--- src/rtl/div_remainder_stage.sv ---
// Sequential restoring divider for the MDR datapath. It produces one quotient bit per cycle
// and streams the per-iteration flag/msb to the downstream quotation shift stage.
module div_remainder_stage #(
   parameter int DW = 16,
   parameter int CW = $clog2(DW) + 1
) (
   input  logic          clk,
   input  logic          rst_n,
   input  logic          i_start,
   input  logic [DW-1:0] i_dividend,
   input  logic [DW-1:0] i_divisor,
   output logic          o_ready,
   output logic          o_enable,
   output logic          o_flag,
   output logic          o_msb,
   output logic [DW-1:0] o_quotation,
   output logic [DW-1:0] o_remainder,
   output logic          o_done,
   output logic          o_div_zero
);

   localparam logic [1:0] ST_IDLE = 2'd0;
   localparam logic [1:0] ST_ITER = 2'd1;
   localparam logic [1:0] ST_DONE = 2'd2;

   localparam logic [CW-1:0] LAST_ITER = CW'(DW - 1);

   logic [1:0]    state;
   logic [CW-1:0] cnt;
   logic [DW-1:0] d_q;
   logic [DW-1:0] v_q;
   logic [DW-1:0] r_q;
   logic [DW-1:0] q_q;
   logic          zero_q;

   logic [DW:0]   s_ext;
   logic [DW:0]   t_ext;
   logic          flag;

   // The carry-out of the remainder shift is kept in s_ext. A divisor with its MSB set
   // can leave R >= 2^(DW-1), and the subtraction must see that bit.
   always_comb begin
      s_ext = {r_q, d_q[DW-1]};
      t_ext = s_ext - {1'b0, v_q};
      flag  = ~t_ext[DW];
   end

   // NOTE: state registers use non-blocking assignments so every register samples
   // pre-edge values; the datapath registers are reset too, because outputs expose them.
   always_ff @(posedge clk or negedge rst_n) begin
      if (!rst_n) begin
         state  <= ST_IDLE;
         cnt    <= '0;
         d_q    <= '0;
         v_q    <= '0;
         r_q    <= '0;
         q_q    <= '0;
         zero_q <= 1'b0;
      end else begin
         case (state)
            ST_IDLE: begin
               if (i_start) begin
                  d_q <= i_dividend;
                  v_q <= i_divisor;
                  cnt <= '0;
                  if (i_divisor == '0) begin
                     q_q    <= '1;
                     r_q    <= i_dividend;
                     zero_q <= 1'b1;
                     state  <= ST_DONE;
                  end else begin
                     q_q    <= '0;
                     r_q    <= '0;
                     zero_q <= 1'b0;
                     state  <= ST_ITER;
                  end
               end
            end
            ST_ITER: begin
               r_q <= flag ? t_ext[DW-1:0] : s_ext[DW-1:0];
               d_q <= d_q << 1;
               q_q <= {q_q[DW-2:0], flag};
               cnt <= cnt + CW'(1);
               if (cnt == LAST_ITER) state <= ST_DONE;
            end
            ST_DONE: state <= ST_IDLE;
            default: state <= ST_IDLE;
         endcase
      end
   end

   logic in_iter;

   always_comb begin
      in_iter     = (state == ST_ITER);
      o_ready     = (state == ST_IDLE);
      o_done      = (state == ST_DONE);
      o_enable    = in_iter;
      o_flag      = in_iter & flag;
      o_msb       = in_iter & s_ext[DW-1];
      o_div_zero  = o_done & zero_q;
      o_quotation = q_q;
      o_remainder = r_q;
   end

endmodule

--- config.mk ---
export PLATFORM = sky130hd
export DESIGN_NAME = div_remainder_stage
export DESIGN_NICKNAME = d
export VERILOG_FILES = /design/src/rtl/div_remainder_stage.sv
export SDC_FILE = /design/constraint.sdc
export NUM_CORES = 1
export LEC_CHECK = 0
export ABC_AREA = 0
export CAP_MARGIN = 20
export CORE_ASPECT_RATIO = 1.4
export CORE_MARGIN = 2
export CORE_UTILIZATION = 35
export DETAILED_ROUTE_END_ITERATION = 7
export SLEW_MARGIN = 20
export SYNTH_ARGS = -nofsm -noshare
export SYNTH_HDL_FRONTEND = slang
export SYNTH_SLANG_ARGS = --single-unit
--- constraint.sdc ---
create_clock -name clk -period 8.1 [get_ports clk]
set_input_delay 2.43 -clock clk [delete_from_list [all_inputs] [get_ports clk]]
set_output_delay 2.43 -clock clk [all_outputs]
set_load 0.05 [all_outputs]
# [Yosys cells after proc, flatten, opt, wreduce, memory -nomap -nowiden]
# Index checks and enable logic that the tools add are counted.
[classes] bitwise=4 eq_ne=5 add_sub_neg=2 n_reduce_logical=6 n_mux=16
[op_table] cell="$mux W16" n=6
[op_table] cell="$pmux W16 S2" n=3
[op_table] cell="$sub A17 B16 Y17" n=1
[op_table] cell="$logic_not A16 Y1" n=1
[op_table] cell="$pmux W5 S2" n=1
[op_table] cell="$mux W2" n=3
[op_table] cell="$reduce_and A2 Y1" n=3
[op_table] cell="$add A5 B1 Y5 const B" n=1
[op_table] cell="$eq A5 B4 Y1 const B" n=1
[op_table] cell="$mux W5" n=1
[op_table] cell="$pmux W2 S2" n=1
[op_table] cell="$and A1 B1 Y1" n=3
[op_table] cell="$eq A2 B1 Y1 const B" n=1
[op_table] cell="$eq A2 B2 Y1 const B" n=1
[op_table] cell="$logic_not A2 Y1" n=1
[op_table] cell="$ne A2 B1 Y1 const B" n=1
[op_table] cell="$ne A2 B2 Y1 const B" n=1
[op_table] cell="$reduce_bool A2 Y1" n=1
[op_table] cell="$mux W1" n=1
[op_table] cell="$not A1 Y1" n=1
[word_totals] regBits=72 in_bits=35 output_inout_bits=38 elab_cells=40

# [Logic depth before layout (Yosys ltp)]
# Gate-level depths: netlist (run 1).
[logic_depth] ltp_word=4 ltp_mapped=11 depth_no_buf=9

# [Least setup slack after synthesis (run 1)]
# OpenSTA, ideal clock, no wires.
[synth_path] kind="register to output" startpoint="register r_q[0] (netlist: o_remainder[0])" endpoint="output o_flag" required_time_ns=5.670 stages_incl_launch_ff=10 t_arrival_ns=2.850 n_path_buf=1 path_slack_ns=2.820 cell_sequence="dfrtp_1 > inv_1 > fa_1 > nand2b_1 > a21oi_4 > o2111ai_2 > and3_1 > buf_4 > or3_1 > inv_1"
[synth_via] elab_chain_cells=3
[synth_rtl] element="from (decl)" line_no="32" text="logic [DW-1:0] r_q;"
[synth_rtl] element="from (signal assigned)" line_no="68" text="r_q <= i_dividend;"
[synth_rtl] element="from (signal assigned)" line_no="80" text="r_q <= flag ? t_ext[DW-1:0] : s_ext[DW-1:0];"
[synth_rtl] element="$sub A17 B16 Y17" line_no="44" text="t_ext = s_ext - {1'b0, v_q};"
[synth_rtl] element="$not A1 Y1" line_no="45" text="flag = ~t_ext[DW];"
[synth_rtl] element="$and A1 B1 Y1" line_no="99" text="o_flag = in_iter & flag;"
[synth_rtl] element="to (decl)" line_no="14" text="output logic o_flag,"
# No other way between the ends.

# [Worst setup path after layout (run 1)]
[layout_path] startpoint="register d_q[15]" endpoint="output o_flag"
[layout_via] elab_chain_cells=3
[layout_rtl] element="from (decl)" line_no="30" text="logic [DW-1:0] d_q;"
[layout_rtl] element="from (signal assigned)" line_no="63" text="d_q <= i_dividend;"
[layout_rtl] element="from (signal assigned)" line_no="81" text="d_q <= d_q << 1;"
[layout_rtl] element="$sub A17 B16 Y17" line_no="44"
[layout_rtl] element="$not A1 Y1" line_no="45"
[layout_rtl] element="$and A1 B1 Y1" line_no="99"
# No other way between the ends.

==> Flow_metrics.wiki, run 1 <==
{| class="wikitable"
! Metric !! Value
|-
| Outcome || finished, final reports clean
|-
| Total number of placement rows || 47
|-
| Overflow left after global routing || 0
|-
| Total number of nets in the final design || 606
|-
| Sort of element at the start of the critical path || register
|-
| Global routing met1 resource utilization || 22.2%
|-
| Average wire per standard cell || 16.6 µm
|-
| Number of nets still failing antenna checks after routing || 0
|-
| Hold Buf Count CTS || 0
|-
| Post-detailed-route DRC marker count || 0
|-
| Post-synthesis cell area || 4280 µm²
|-
| Unrepaired setup endpoints after global routing || false
|-
| Max-capacitance violation count || 0
|-
| Detailed-routing iteration count for the pre-antenna-repair pass || 4
|-
| Total length of routed wires || 11700 µm
|-
| GR Util All Layers || 18.2%
|-
| Crit path time final || 6.23 ns
|-
| Cell with the largest stage delay on the worst path || sky130_fd_sc_hd__clkdlybuf4s50_1
|-
| Clock sink count || 72
|-
| Core Region || 11900 µm²
|-
| Critical path data required time || 5.67 ns
|-
| Initial Utilization || 36.0%
|-
| CTS buffer count || 9
|-
| Final period util || 77.0%
|-
| Number of nets produced by synthesis || 550
|-
| Setup slack on the worst flop-to-flop path || 5.12 ns
|-
| Worst EP arrival || 3.80 ns
|-
| Number of register bits inferred by synthesis || 72
|-
| Number of global-route vias before repair || 3782
|-
| Register clock-pin slew on the reported worst setup and hold paths || 0.06 ns
|-
| Final Max Tran Viols || 0
|-
| Number of warnings printed during yosys synthesis || 0
|-
| Worst slew margin relative to its limit || 38.6%
|-
| Worst-skew pair later-pin latency || 0.34 ns
|-
| Most frequent cell on the critical path || sky130_fd_sc_hd__inv_1
|-
| I/O pin count || 73
|-
| Via density || 5.47
|-
| Mean post-synth cell area || 8.62 µm²
|-
| Gpl congestion || 0.845
|-
| Diode insertion count for antenna repair || 0
|-
| CTS Root Cell || sky130_fd_sc_hd__clkbuf_16
|-
| Buffers inserted by post-CTS timing repair || 0
|-
| Max H-tree Level || 3
|-
| Global-route met2 utilization || 32.4%
|-
| DIE WIDTH || 97.4 µm
|-
| Number of library cell types mapped by synthesis || 55
|-
| Final number of setup-violating endpoints || 0
|-
| TritonCTS clock tree || built
|-
| Final Hold Fails || 0
|-
| First-iteration detailed-routing DRC count || 233
|-
| Crit-path cells || inv_1 > ha_1 > fa_1 > nand2b_1 > a21oi_4 > o2111ai_2 > and3_1 > or3_1 > inv_1 > clkdlybuf4s50_1
|-
| Maximum cell stage delay along the critical path || 0.82 ns
|-
| Worst hold path depth || 2
|-
| Placed insts || 688
|-
| Share of flip-flops with an asynchronous set or reset || 100%
|-
| Classification of the worst setup path || register to output port
|-
| Worst R2R Path Depth || 5
|-
| Fin Setup TNS || 0 ns
|-
| EDFF count, synth || 0
|-
| Post-synthesis cell count || 496
|-
| Largest net degree at the start of global routing || 73
|-
| GR Util met3 || 2.59%
|-
| Ys flop type || sky130_fd_sc_hd__dfrtp_1
|-
| Wire length of the first global-routing pass || 19100 µm
|-
| Actual slew at the worst max-slew pin || 0.921 ns
|-
| Initial antenna violation count || 0
|-
| Class of the most critical hold timing path || register to register
|-
| Bufs on Longest Clock Path || 2
|-
| Total number of vias || 3849
|-
| Post-DP HPWL || 8570 µm
|-
| Part of the Yosys area used for sequential elements || 42.1%
|-
| Most crowded layer after global routing || met2
|-
| Maximum achievable frequency || 160 MHz
|-
| Count of cells resized by post-cts repair || 0
|-
| Number of input and output port buffers inserted || 72
|-
| Die area || 13100 µm²
|-
| Kind of end point of the critical path || output port
|-
| Vertical die dimension || 135 µm
|-
| Non-filler instance count after layout || 704
|-
| Clk_skew || 0.00587 ns
|-
| Proportion of layout cells with a drive suffix above 1 || 5.75%
|-
| Critical-path maximum fanout || 19
|-
| Area added between synthesis and finish || 25.9%
|}
## flip-flops by register name (all words and copies together), names as in the netlist
register / cells
state: 2
o_remainder: 16
zero_q: 1
v_q: 16
d_q: 16
o_quotation: 16
cnt: 5
## cell usage after synthesis, types with 7 or more instances
library cell | n | area share [%]
sky130_fd_sc_hd__a21o_1 | 11 | 1.9
sky130_fd_sc_hd__a21oi_1 | 36 | 4.2
sky130_fd_sc_hd__a311o_1 | 9 | 2.1
sky130_fd_sc_hd__a31oi_1 | 7 | 1.0
sky130_fd_sc_hd__and3b_1 | 10 | 2.0
sky130_fd_sc_hd__clkbuf_1 | 23 | 2.0
sky130_fd_sc_hd__dfrtp_1 | 72 | 42
sky130_fd_sc_hd__ha_1 | 18 | 5.3
sky130_fd_sc_hd__inv_1 | 23 | 2.0
sky130_fd_sc_hd__nand2_1 | 74 | 6.5
sky130_fd_sc_hd__nand2b_1 | 8 | 1.2
sky130_fd_sc_hd__nand3_1 | 11 | 1.3
sky130_fd_sc_hd__nor2_1 | 39 | 3.4
sky130_fd_sc_hd__nor4_1 | 11 | 1.6
sky130_fd_sc_hd__o211ai_1 | 13 | 2.3
sky130_fd_sc_hd__o21ai_0 | 42 | 4.9
sky130_fd_sc_hd__o22ai_1 | 17 | 2.5
## final cells by class
type	count	area [µm²]
Tap cell	147	184
Clock inverter	7	77.6
Clock buffer	9	225
Multi-Input combinational cell	368	2250
Timing Repair Buffer	77	753
Inverter	24	90.1
Fill cell	1164	6490
Sequential cell	72	1800
## logic make-up after synthesis
logic type / count (synthesis) / share of synthesized area, %
flip-flops: 72 / 42.1
multiplexers: 2 / 0.527
buffers and inverters: 56 / 5.30
adder cells (fa/ha/maj): 19 / 5.73
AO/OA/AOI/OAI: 160 / 24.5
AND/OR/NAND/NOR: 177 / 19.8
XOR/XNOR: 10 / 2.05
## final timing paths
check / start / endpoint
worst min-delay path: d_q[5]$_DFFE_PN0P_ / d_q[5]$_DFFE_PN0P_
worst max-delay path: d_q[15]$_DFFE_PN0P_ / o_flag
min in group asynchronous: rst_n / v_q[2]$_DFFE_PN0P_
worst min register to register: d_q[5]$_DFFE_PN0P_ / d_q[5]$_DFFE_PN0P_
worst max register to register: state[1]$_DFFE_PN0P_ / o_quotation[0]$_DFFE_PN0P_
max in group asynchronous: rst_n / cnt[2]$_DFFE_PN0P_
## stage by stage
stage	utilization, %	hold WS, ns	worst slack (ns)	cell area (µm²)
after global routing	45.3	0.522	1.65	5380
after detailed placement	42.8	0.477	2.24	5080
after floorplan	-	0.450	2.82	4280
after CTS	45.3	0.492	1.87	5380
final	45.3	0.484	1.87	5380
after global placement	42.8	0.467	2.29	5080
## per-layer routing
| layer | share of wire [%] | routed length, µm |
|---|---|---|
| met2 | 52 | 6080 |
| met3 | 2.8 | 329 |
| met4 | 1.9 | 220 |
| met5 | 0 | 0 |
| met1 | 43 | 5050 |
## cell usage in the layout, fill, tap and decap left out, types with 13 or more instances in the layout
cell type                         synthesis  layout
sky130_fd_sc_hd__clkdlybuf4s50_1          0      71
sky130_fd_sc_hd__nor2_1                  39      38
sky130_fd_sc_hd__o22ai_1                 17      17
sky130_fd_sc_hd__a21oi_1                 36      36
sky130_fd_sc_hd__ha_1                    18      18
sky130_fd_sc_hd__o211ai_1                13      13
sky130_fd_sc_hd__o21ai_0                 42      42
sky130_fd_sc_hd__nand2_1                 74      74
sky130_fd_sc_hd__dfrtp_1                 72      72
sky130_fd_sc_hd__inv_1                   23      23
## critical path, delay by kind of cell, from the launching register on
family / cells / cell delay, ns
adder cells (fa/ha/maj): 2 / 0.63
buffers and inverters: 3 / 0.96
AND/OR/NAND/NOR: 3 / 1.10
flip-flops: 1 / 0.35
AO/OA/AOI/OAI: 2 / 0.42
Power of run 1 is not shown: default switching activity piles up to over one toggle a cycle in this logic, so the estimate is an artifact.
==> run 2, diff against run 1 <==
==> constraint.sdc (replaced) <==
create_clock -name clk -period 6 [get_ports clk]
set_input_delay 1.8 -clock clk [delete_from_list [all_inputs] [get_ports clk]]
set_output_delay 1.8 -clock clk [all_outputs]
set_load 0.05 [all_outputs]
==> Flow_metrics.wiki, run 2 (synthesized netlist as in run 1, its figures left out) <==
{| class="wikitable"
! Metric !! Value
|-
| Post-detailed-route DRC marker count || 0
|-
| Bufs on Longest Clock Path || 2
|-
| Kind of end point of the critical path || output port
|-
| CTS Root Cell || sky130_fd_sc_hd__clkbuf_16
|-
| Post-DP HPWL || 8480 µm
|-
| DIE WIDTH || 97.4 µm
|-
| Largest net degree at the start of global routing || 73
|-
| Area of combinational cells with multiple inputs || 2250 µm²
|-
| Total length of routed wires || 11600 µm
|-
| Number of input and output port buffers inserted || 72
|-
| Hold Buf Count CTS || 0
|-
| Actual slew at the worst max-slew pin || 1.03 ns
|-
| Diode insertion count for antenna repair || 0
|-
| Wire length of the first global-routing pass || 19200 µm
|-
| Worst R2R Path Depth || 9
|-
| Most frequent cell on the critical path || sky130_fd_sc_hd__inv_1
|-
| Unrepaired setup endpoints after global routing || false
|-
| Maximum cell stage delay along the critical path || 0.82 ns
|-
| GR Util All Layers || 18.1%
|-
| Crit path depth || 10
|-
| Max H-tree Level || 3
|-
| Met3 layer wire length in the routed design || 402 µm
|-
| Area added between synthesis and finish || 26.1%
|-
| Total number of vias || 3850
|-
| Hold-critical path endpoint || d_q[3]$_DFFE_PN0P_
|-
| Average wire per standard cell || 16.5 µm
|-
| Die area || 13100 µm²
|-
| Cell with the largest stage delay on the worst path || sky130_fd_sc_hd__clkdlybuf4s50_1
|-
| Number of nets still failing antenna checks after routing || 0
|-
| Most frequent standard cell in the layout excluding fill and tap cells || sky130_fd_sc_hd__nand2_1
|-
| Register clock-pin slew on the reported worst setup and hold paths || 0.06 ns
|-
| Critical R2R Launch || d_q[15]$_DFFE_PN0P_
|-
| End-of-flow core utilization || 45.4%
|-
| Vertical die dimension || 135 µm
|-
| Setup slack on the worst flop-to-flop path || 3.02 ns
|-
| Critical path data required time || 4.20 ns
|-
| Maximum achievable frequency || 178 MHz
|-
| Worst r2r dst || o_remainder[9]$_DFFE_PN0P_
|-
| Initial antenna violation count || 0
|-
| TritonCTS clock tree || built
|-
| Worst-skew pair later-pin latency || 0.34 ns
|-
| Outcome || finished, final reports clean
|-
| Fin Setup TNS || 0 ns
|-
| Core Region || 11900 µm²
|-
| Worst hold path depth || 2
|-
| Initial Utilization || 36.0%
|-
| Proportion of layout cells with a drive suffix above 1 || 5.91%
|-
| Classification of the worst setup path || register to output port
|-
| Overflow left after global routing || 0
|-
| Final Hold Fails || 0
|-
| CTS buffer count || 9
|-
| Crit path time final || 5.62 ns
|-
| Number of global-route vias before repair || 3844
|-
| Total number of nets in the final design || 607
|-
| Cell class contributing the biggest share of worst-path delay || simple AND/OR/NAND/NOR gates
|-
| Detailed-route wire length on metal 1 || 5110 µm
|-
| Worst EP arrival || 3.82 ns
|-
| Area of all sequential standard cells || 1800 µm²
|-
| Commonest non-fill, non-tap cells in the layout || sky130_fd_sc_hd__nand2_1, sky130_fd_sc_hd__dfrtp_1, sky130_fd_sc_hd__clkdlybuf4s50_1
|-
| Via density || 5.46
|-
| Sort of element at the start of the critical path || register
|-
| Clock sink count || 72
|-
| Buffers inserted by post-CTS timing repair || 0
|-
| Critical-path maximum fanout || 19
|-
| Final period util || 93.7%
|-
| Crit-path cells || inv_1 > ha_1 > fa_1 > nand2b_1 > a21oi_4 > o2111ai_2 > and3_1 > or3_1 > inv_1 > clkdlybuf4s50_1
|-
| Metal2 WL || 5960 µm
|-
| Final number of setup-violating endpoints || 0
|-
| Count of cells resized by post-cts repair || 0
|-
| Max Used Layer || met4
|-
| Worst slew margin relative to its limit || 31.2%
|-
| Startpoint of the tightest hold check path || d_q[3]$_DFFE_PN0P_
|-
| First-iteration detailed-routing DRC count || 178
|-
| Max-capacitance violation count || 0
|-
| Count of buffering cells on the critical path with inverters included || 3
|-
| Detailed-routing iteration count for the pre-antenna-repair pass || 4
|-
| Clk_skew || 0.00817 ns
|-
| I/O pin count || 73
|-
| Gpl congestion || 0.846
|-
| Total number of placement rows || 47
|-
| Final Max Tran Viols || 0
|-
| Class of the most critical hold timing path || register to register
|-
| Filler cell count || 1169
|}
[run 2: worst max-delay path by stage]
stage | to | start | slack (ns)
2_1_floorplan | o_flag | o_remainder[0]$_DFFE_PN0P_ | 1.35
3_3_place_gp | o_flag | d_q[15]$_DFFE_PN0P_ | 0.84
3_5_place_dp | o_flag | d_q[15]$_DFFE_PN0P_ | 0.75
4_1_cts | o_flag | d_q[15]$_DFFE_PN0P_ | 0.37
5_1_grt | o_flag | d_q[15]$_DFFE_PN0P_ | 0.21
6_report | o_flag | d_q[15]$_DFFE_PN0P_ | 0.38
[run 2: through the flow]
stage | hold WS (ns) | cells | setup slack (ns) | area, µm²
detailed placement | 0.474 | 689 | 0.748 | 5090
global route | 0.516 | 705 | 0.206 | 5390
CTS | 0.489 | 705 | 0.369 | 5390
floorplan | 0.450 | 496 | 1.35 | 4280
global placement | 0.465 | 689 | 0.838 | 5090
finish | 0.483 | 705 | 0.380 | 5390
[run 2: routing by layer]
metal | track usage, % | vias up
met2 | 32.0 | 71
met5 | 0 | -
met3 | 3.31 | 13
li1 | - | 1902
met1 | 22.8 | 1864
met4 | 4.63 | 0
[run 2: final cells by class]
type | count | area share [%]
Multi-Input combinational cell | 368 | 41.8
Sequential cell | 72 | 33.4
Timing Repair Buffer | 78 | 14.1
Clock buffer | 9 | 4.18
Tap cell | 147 | 3.41
Inverter | 24 | 1.67
Clock inverter | 7 | 1.44
[run 2: worst reg2reg max path: stages (launching register included)]
cell	delay [ns]
sky130_fd_sc_hd__dfrtp_1	0.34
sky130_fd_sc_hd__inv_1	0.06
sky130_fd_sc_hd__ha_1	0.22
sky130_fd_sc_hd__fa_1	0.41
sky130_fd_sc_hd__nand2b_1	0.21
sky130_fd_sc_hd__a21oi_4	0.24
sky130_fd_sc_hd__o2111ai_2	0.20
sky130_fd_sc_hd__and3_1	0.42
sky130_fd_sc_hd__or2_4	0.40
sky130_fd_sc_hd__a311o_1	0.37
Power of run 2 is left out for the same reason.
